## src/rtl/reg_xfer_unit.sv

```systemverilog
// Register file with a single internal transfer bus executing MOVE, LOAD, SWAP and READ
// one operation at a time under a valid/ready handshake.
module reg_xfer_unit #(
   parameter  int WIDTH = 16,
   parameter  int NREGS = 4,
   localparam int AW    = $clog2(NREGS)
) (
   input  logic                   clk,
   input  logic                   rst,
   input  logic                   op_valid,
   output logic                   op_ready,
   input  logic [1:0]             op,
   input  logic [AW-1:0]          src,
   input  logic [AW-1:0]          dest,
   input  logic [WIDTH-1:0]       data_in,
   output logic [WIDTH-1:0]       data_out,
   output logic                   out_valid,
   output logic                   done,
   output logic                   err,
   output logic [NREGS*WIDTH-1:0] regs_flat
);

   localparam logic [1:0] OP_MOVE = 2'b00;
   localparam logic [1:0] OP_LOAD = 2'b01;
   localparam logic [1:0] OP_SWAP = 2'b10;
   localparam logic [1:0] OP_READ = 2'b11;

   typedef enum logic [1:0] {IDLE, EXEC, SWAP2} state_t;

   state_t           state, state_nx;
   logic [1:0]       op_q;
   logic [AW-1:0]    src_q, dest_q;
   logic [WIDTH-1:0] regs [NREGS];
   logic [WIDTH-1:0] bus, tmp;
   logic             accept, bad;
   logic             done_nx, err_nx, ov_nx;
   logic             wr_dest, wr_src, ld_out;

   // Index width can exceed the register count when NREGS is not a power of two.
   function automatic logic idx_ok(input logic [AW-1:0] idx);
      return int'(idx) < NREGS;
   endfunction

   assign op_ready = (state == IDLE) && !rst;
   assign accept   = op_valid && op_ready;
   assign bad      = ((op_q != OP_LOAD) && !idx_ok(src_q)) ||
                     ((op_q != OP_READ) && !idx_ok(dest_q));

   always_ff @(posedge clk) begin
      if (rst) state <= IDLE;
      else     state <= state_nx;
   end

   always_comb begin
      state_nx = state;
      done_nx  = 1'b0;
      err_nx   = 1'b0;
      ov_nx    = 1'b0;
      wr_dest  = 1'b0;
      wr_src   = 1'b0;
      ld_out   = 1'b0;
      case (state)
         IDLE: begin
            if (op_valid) state_nx = EXEC;
         end
         EXEC: begin
            case (op_q)
               OP_SWAP: begin
                  wr_dest  = !bad;
                  state_nx = SWAP2;
               end
               OP_READ: begin
                  ld_out   = !bad;
                  ov_nx    = !bad;
                  done_nx  = 1'b1;
                  err_nx   = bad;
                  state_nx = IDLE;
               end
               default: begin
                  wr_dest  = !bad;
                  done_nx  = 1'b1;
                  err_nx   = bad;
                  state_nx = IDLE;
               end
            endcase
         end
         SWAP2: begin
            wr_src   = !bad;
            done_nx  = 1'b1;
            err_nx   = bad;
            state_nx = IDLE;
         end
         default: state_nx = IDLE;
      endcase
   end

   always_ff @(posedge clk) begin
      if (rst) begin
         for (int i = 0; i < NREGS; i++) regs[i] <= '0;
         bus       <= '0;
         tmp       <= '0;
         data_out  <= '0;
         op_q      <= OP_MOVE;
         src_q     <= '0;
         dest_q    <= '0;
         done      <= 1'b0;
         err       <= 1'b0;
         out_valid <= 1'b0;
      end else begin
         done      <= done_nx;
         err       <= err_nx;
         out_valid <= ov_nx;
         // tmp captures the old destination so SWAP can restore it into src one edge later.
         if (accept) begin
            op_q   <= op;
            src_q  <= src;
            dest_q <= dest;
            bus    <= (op == OP_LOAD) ? data_in : (idx_ok(src) ? regs[src] : '0);
            tmp    <= idx_ok(dest) ? regs[dest] : '0;
         end
         if (wr_dest) regs[dest_q] <= bus;
         if (wr_src)  regs[src_q]  <= tmp;
         if (ld_out)  data_out     <= bus;
      end
   end

   for (genvar i = 0; i < NREGS; i++) begin : g_flat
      assign regs_flat[i*WIDTH +: WIDTH] = regs[i];
   end

endmodule
```

## config.mk

```make
export PLATFORM = sky130hd
export DESIGN_NAME = reg_xfer_unit
export DESIGN_NICKNAME = d
export VERILOG_FILES = /design/src/rtl/reg_xfer_unit.sv
export SDC_FILE = /design/constraint.sdc
export NUM_CORES = 1
export LEC_CHECK = 0
export ABC_AREA = 1
export CAP_MARGIN = 15
export CORE_AREA = 2 2 116 118
export CTS_BUF_LIST = sky130_fd_sc_hd__clkbuf_8
export DETAILED_ROUTE_END_ITERATION = 12
export DIE_AREA = 0 0 118 120
export PLACE_DENSITY = 0.68
export SETUP_SLACK_MARGIN = 0.2
export SYNTH_ARGS = -nofsm -noshare
export SYNTH_HDL_FRONTEND = slang
export SYNTH_SLANG_ARGS = --single-unit
```

## constraint.sdc

```tcl
create_clock -name clk -period 3.3 [get_ports clk]
set_clock_uncertainty 0.05 [all_clocks]
set_input_delay 0.66 -clock clk [delete_from_list [all_inputs] [get_ports clk]]
set_output_delay 0.66 -clock clk [all_outputs]
set_load 0.01 [all_outputs]
```

==> flow_summary.yaml, run 1 <==
sta:
  setup_tns_ns: 0
  worst_slew_pin_slew_ns: 0.6953
  max_freq_mhz: 372.3
  fin_crit_sh_pct: 81.39
  rsz0062_at_grt: "no"
  slew_violations: 0
  layout_min_cycle_time_ns: 2.686
  final_hold_viol_count: 0
  setup_violations: 0
  worst_hold_slack_ns: 0.3941
  slew_headroom_pct: 53.36
floorplanning:
  rows: 42
  die_area_um2: 14160
  ios: 109
  die_h_um: 120
  core_um2: 12980
  die_x_um: 118
  start_util_pct: 45.97
synth:
  ys_ff_latch: 122
  ys_types: 29
  synth_warnings: 0
  netlist_instances: 751
  synth_area_per_cell_um2: 7.945
  synth_area_um2: 5967
  yosysSeqAreaShare_pct: 51.67
  synth_nets: 779
placement:
  gp_congestion: 0.9240
  placed_area_um2: 7221
  hpwl_um: 12470
  port-buffer-count: 107
routing:
  drtIter0Drc: 513
  drc: 0
  wl_per_cell_um: 16.87
  ant_nets: 0
  avgViaCountPerCell: 5.204
  first_pass_iters: 5
  vias: 5417
  wirelength_um: 17560
critical_path:
  worst-setup-path-type: "input port to output pin"
  cp-start-kind: "input port"
  arrival_ns: 1.98
  r2r_cells: 10
  crit_family: "buffers and inverters"
  crit_cells: 3
  path_buf_inv: 2
  end_kind: "output pin"
  critical-path-slowest-cell: "clkdlybuf4s50_1"
  worst-path-max-fanout: 6
  path_cells: "clkdlybuf4s50_1 -> nor2_1 -> clkdlybuf4s50_1"
  cp.required_ns: 2.59
  cpMostUsedCell: "clkdlybuf4s50_1"
  max_stage_delay_ns: 0.56
clocking:
  clock_sinks: 122
  h-tree-depth: 4
  cts_resized: 0
  cts.clk_slew.worst_paths_ns: 0.06
  cts_tree: "built"
  cts_root_buf: "clkbuf_8"
  ctsHoldBuffers: 0
  insertion_delay_ns: 0.42
  cts_buffers: 17
  postCtsSetupBuffers: 0
  cts.path.max_buffers: 2
layout:
  syn_to_final_growth_pct: 26.74
  nets: 880
  nFillCells: 1213
  finalInstanceArea_um2: 7562
  final_core_util_pct: 58.26
  diodes: 0
  final_layout_size_suffix_gt1_share_pct: 9.595
hold_path:
  min_path_cells: 2
  min_path_type: "flop to flop"
power:
  peakVddDrop_mv: 0.5555
  leakage_uw: 0.003268
  powerDensity_nw_per_um2: 490.9
run:
  drv_cap: 0
global_routing:
  grt_max_degree: 58
  grt_pass1_vias: 4782
  overflow: 0
  grt_usage_pct: 25.27
  grt_antenna_before_repair: 0
  grt_pass1_wl_um: 27170
outcome:
  status: "complete, no violations"
layer usage:
metal | global-route usage (%) | share of wire (%) | up-vias
li1 | - | - | 2610
met1 | 38.79 | 46 | 2514
met2 | 36.01 | 43 | 279
met3 | 5.894 | 10 | 14
met4 | 5.648 | 1.1 | 0
met5 | 0 | 0 | -
metrics by stage:
step                      cells  power [uW]  worst slack (ns)
after CTS                  1041        3732            0.6020
after floorplan             751        2236             1.035
final                      1041        3712            0.6141
after global placement     1009        2570            0.4454
after detailed placement   1009        2581            0.3432
after global routing       1041        3888            0.5417
state kept, by name, indices dropped and copies added (netlist names):
signal,cells
out_valid,1
src_q,2
op_q,2
tmp,16
done,1
state,2
bus,16
data_out,16
regs,64
dest_q,2
where the power goes:
| part | internal (uW) | total, uW | switching (uW) |
|---|---|---|---|
| logic | 295 | 693 | 398 |
| registers | 1750 | 1870 | 120 |
| clock network | 591 | 1150 | 562 |
synthesized netlist by cell type:
| cell | count | share of area, % |
|---|---|---|
| nand3_4 | 1 | 0.29 |
| ha_1 | 3 | 0.63 |
| nor2_2 | 4 | 0.42 |
| o21ai_0 | 33 | 2.8 |
| nand2_4 | 5 | 0.94 |
| nor2_8 | 1 | 0.34 |
| conb_1 | 1 | 0.063 |
| a22oi_2 | 3 | 0.63 |
| inv_1 | 113 | 7.1 |
| nand4_1 | 1 | 0.10 |
| or2_2 | 18 | 1.9 |
| buf_4 | 1 | 0.13 |
| clkbuf_1 | 23 | 1.4 |
| nand3_2 | 1 | 0.17 |
| nand3_1 | 125 | 10 |
| inv_2 | 2 | 0.13 |
| nor2_1 | 60 | 3.8 |
| nand2_2 | 1 | 0.10 |
| dfxtp_1 | 58 | 19 |
| clkinv_1 | 1 | 0.063 |
| a21oi_1 | 34 | 2.9 |
| buf_6 | 3 | 0.57 |
| buf_2 | 11 | 0.92 |
| buf_1 | 6 | 0.38 |
| nor2_4 | 1 | 0.19 |
| o21a_1 | 1 | 0.13 |
| nand2_1 | 164 | 10 |
| a22oi_1 | 12 | 1.5 |
| edfxtp_1 | 64 | 32 |
logic make-up (layout without fill, tap and decap cells):
logic type,after synthesis,count (layout),synth area share [%]
AND/OR/NAND/NOR,382,382,29.02
buffers and inverters,160,274,10.74
flip-flops,122,122,51.67
AO/OA/AOI/OAI,83,83,7.884
adder cells (fa/ha/maj),3,3,0.6291
other,1,1,0.06285
worst reg2reg max path, stage by stage (launching register included):
cell and delay [ns]:
dfxtp_1 0.36, inv_1 0.07, ha_1 0.22, inv_1 0.16, nor2_4 0.05, nand2_1 0.08, nand2_2 0.10, inv_1 0.12
nand2_1 0.06, nor2_1 0.48, buf_4 0.31
layout by cell type, fill, tap and decap left out:
master / synthesis / routed
nand3_1: 125 / 125
inv_2: 2 / 2
nand2_2: 1 / 1
nand4_1: 1 / 1
buf_12: 0 / 2
inv_1: 113 / 118
or2_2: 18 / 18
o21ai_0: 33 / 33
nand2_1: 164 / 164
clkinv_1: 1 / 1
a22oi_1: 12 / 12
nor2_4: 1 / 1
conb_1: 1 / 1
nand3_4: 1 / 1
clkdlybuf4s50_1: 0 / 107
dfxtp_1: 58 / 58
clkinvlp_4: 0 / 2
nor2_8: 1 / 1
a21oi_1: 34 / 34
edfxtp_1: 64 / 64
buf_4: 1 / 17
clkbuf_8: 0 / 18
a22oi_2: 3 / 3
ha_1: 3 / 3
nor2_2: 4 / 4
o21a_1: 1 / 1
nor2_1: 60 / 60
bufinv_16: 0 / 1
nand3_2: 1 / 1
nand2_4: 5 / 5
clkinv_2: 0 / 6
layout make-up:
cell class	instances	area, um^2	share of cell area, %
Sequential cell	122	3083	40.77
Multi-Input combinational cell	469	2243	29.67
Timing Repair Buffer	126	1239	16.38
Inverter	116	435.4	5.758
Clock buffer	18	247.7	3.276
Tap cell	176	220.2	2.912
Clock inverter	14	93.84	1.241
final timing paths:
kind,start,to,slack [ns]
setup reg to reg,state[0],regs[3][2],0.94
hold / removal,data_out[5],data_out[5],0.39
setup / recovery,rst,op_ready,0.61
hold reg to reg,data_out[5],data_out[5],0.39
(Power assumes the default switching activity.)
==> run 2: changes to the inputs <==
==> constraint.sdc (replaced) <==
create_clock -name clk -period 2.5 [get_ports clk]
set_clock_uncertainty 0.05 [all_clocks]
set_input_delay 0.5 -clock clk [delete_from_list [all_inputs] [get_ports clk]]
set_output_delay 0.5 -clock clk [all_outputs]
set_load 0.01 [all_outputs]
==> run 2 against run 1 <==
  * Routed wire length increased by 2.2%
  * Power increased by 45%
  * Clock power increased by 69%
  * Worst hold slack got worse by 0.0039 ns
  * Die area unchanged
  * Critical path depth increased by 2
  * Sequential power increased by 32%
  * Cell count increased by 1.1%
  * Via count increased by 1.5%
  * Count of clock-buffer cells in the layout unchanged
==> flow_summary.yaml, run 2 (synthesis results as in run 1) <==
layout:
  nets: 891
  diodes: 0
  mostFrequentLayoutCells: "nand2_1 (164), nand3_1 (125), inv_1 (119), clkdlybuf4s50_1 (106), edfxtp_1 (64)"
  largest_register_ffs: 64
  syn_to_final_growth_pct: 30.55
  final_layout_size_suffix_gt1_share_pct: 10.50
  largest-register: "regs"
  finalInstanceArea_um2: 7790
  final_common_cell: "nand2_1"
power:
  intPower_uw: 3911
  swShare_pct: 27.14
  powerDensity_nw_per_um2: 689.0
  peakVddDrop_mv: 0.4355
  p_clk_share_pct: 36.2
  p_seq_share_pct: 46.1
  comb_power_share_pct: 17.7
  switching_power_uw: 1456
  leakage_uw: 0.003385
clocking:
  ctsHoldBuffers: 0
  h-tree-depth: 4
  cts_buffers: 17
  cts.path.max_buffers: 2
  cts.clk_slew.worst_paths_ns: 0.07
  cts_root_buf: "clkbuf_8"
  insertion_delay_ns: 0.45
  cts_resized: 1
  postCtsSetupBuffers: 0
  cts_tree: "built"
  clock_sinks: 122
sta:
  max_freq_mhz: 478.3
  slew_violations: 0
  fin_crit_sh_pct: 83.63
  final_hold_viol_count: 0
  slew_headroom_pct: 53.44
  setup_tns_ns: 0
  rsz0062_at_grt: "no"
  setup_violations: 0
  worst_slew_pin_slew_ns: 0.6941
  layout_min_cycle_time_ns: 2.091
global_routing:
  grt_use_met3_pct: 5.989
  grt_pass1_vias: 4919
  grt_usage_pct: 25.99
  grt_pass1_wl_um: 27820
  grt_antenna_before_repair: 0
  busiest_layer: "met1"
  use_met1_pct: 38.38
  grt_max_degree: 33
  overflow: 0
  grt_use_met2_pct: 37.79
critical_path:
  cp-start-kind: "flop"
  worst-setup-path-type: "flop to output pin"
  end_kind: "output pin"
  worst-path-max-fanout: 3
  cpMostUsedCell: "inv_1"
  critical-path-slowest-cell: "dfxtp_1"
  rrSetupSlack_ns: 0.46
  max_stage_delay_ns: 0.37
  cp.required_ns: 1.95
  arrival_ns: 1.54
  path_cells: "inv_1 -> ha_1 -> inv_1 -> nor2_1 -> dlygate4sd2_1"
routing:
  vias: 5500
  wl_per_cell_um: 17.05
  drtIter0Drc: 726
  avgViaCountPerCell: 5.228
  ant_nets: 0
  wirelength_um: 17940
  drc: 0
  first_pass_iters: 6
placement:
  placed_area_um2: 7353
  hpwl_um: 12850
  port-buffer-count: 107
  gp_congestion: 0.9511
floorplanning:
  start_util_pct: 45.97
  core_um2: 12980
  rows: 42
  die_area_um2: 14160
  ios: 109
  die_x_um: 118
  die_h_um: 120
outcome:
  status: "complete, no violations"
hold_path:
  min_path_type: "flop to flop"
run:
  drv_cap: 0
## run 2: cell count changes in the layout (fill, tap and decap cells not counted)
cell / delta
dlygate4sd2_1: +1
clkdlybuf4s50_1: -1
clkinv_1: +1
buf_12: +4
inv_1: +1
buf_4: +7
bufinv_16: +4
clkinv_2: -5
clkinv_4: +1
clkinvlp_4: -2
## run 2: layout make-up
cell class	instances	area, um^2
Multi-Input combinational cell	469	2243
Timing Repair Buffer	137	1370
Clock inverter	14	190.2
Fill cell	1134	5190
Sequential cell	122	3083
Inverter	116	435.4
Tap cell	176	220.2
Clock buffer	18	247.7
## run 2: power groups by stage
stage | combinational, uW | sequential [uW] | clock (uW)
floorplan | 456 | 2500 | 0
global placement | 927 | 2510 | 0
detailed placement | 940 | 2510 | 0
CTS | 946 | 2470 | 1960
global route | 1040 | 2490 | 2050
finish | 952 | 2470 | 1940
## run 2: worst paths after layout
kind               startpoint          end  cells after the start
hold reg to reg   data_out[6]  data_out[6]                      2
setup / recovery     state[0]     op_ready                      5
hold / removal    data_out[6]  data_out[6]                      2
setup reg to reg     state[1]   regs[2][2]                      7
## run 2: metal layers
metal / share of wire (%) / vias to the layer above
li1: - / 2635
met1: 44 / 2503
met2: 43 / 329
met3: 11 / 33
met4: 1.5 / 0
met5: 0 / -
## run 2: per-stage QoR
step	worst slack [ns]	cells	hold WS, ns	power, uW	util, %
after detailed placement	0.07639	1020	0.3846	3448	56.65
after floorplan	0.2347	751	0.3934	2951	-
final	0.4092	1052	0.3902	5367	60.02
after CTS	0.3947	1052	0.3942	5370	60.02
after global placement	0.1184	1020	0.3818	3433	56.65
after global routing	0.2996	1052	0.4149	5572	60.02
## run 2: critical path, delay by kind of cell (launching register included)
family / cells / cell delay (ns)
adders and majority gates: 1 / 0.22
buffers and inverters: 3 / 0.46
and+or+nand+nor: 1 / 0.05
DFF: 1 / 0.37
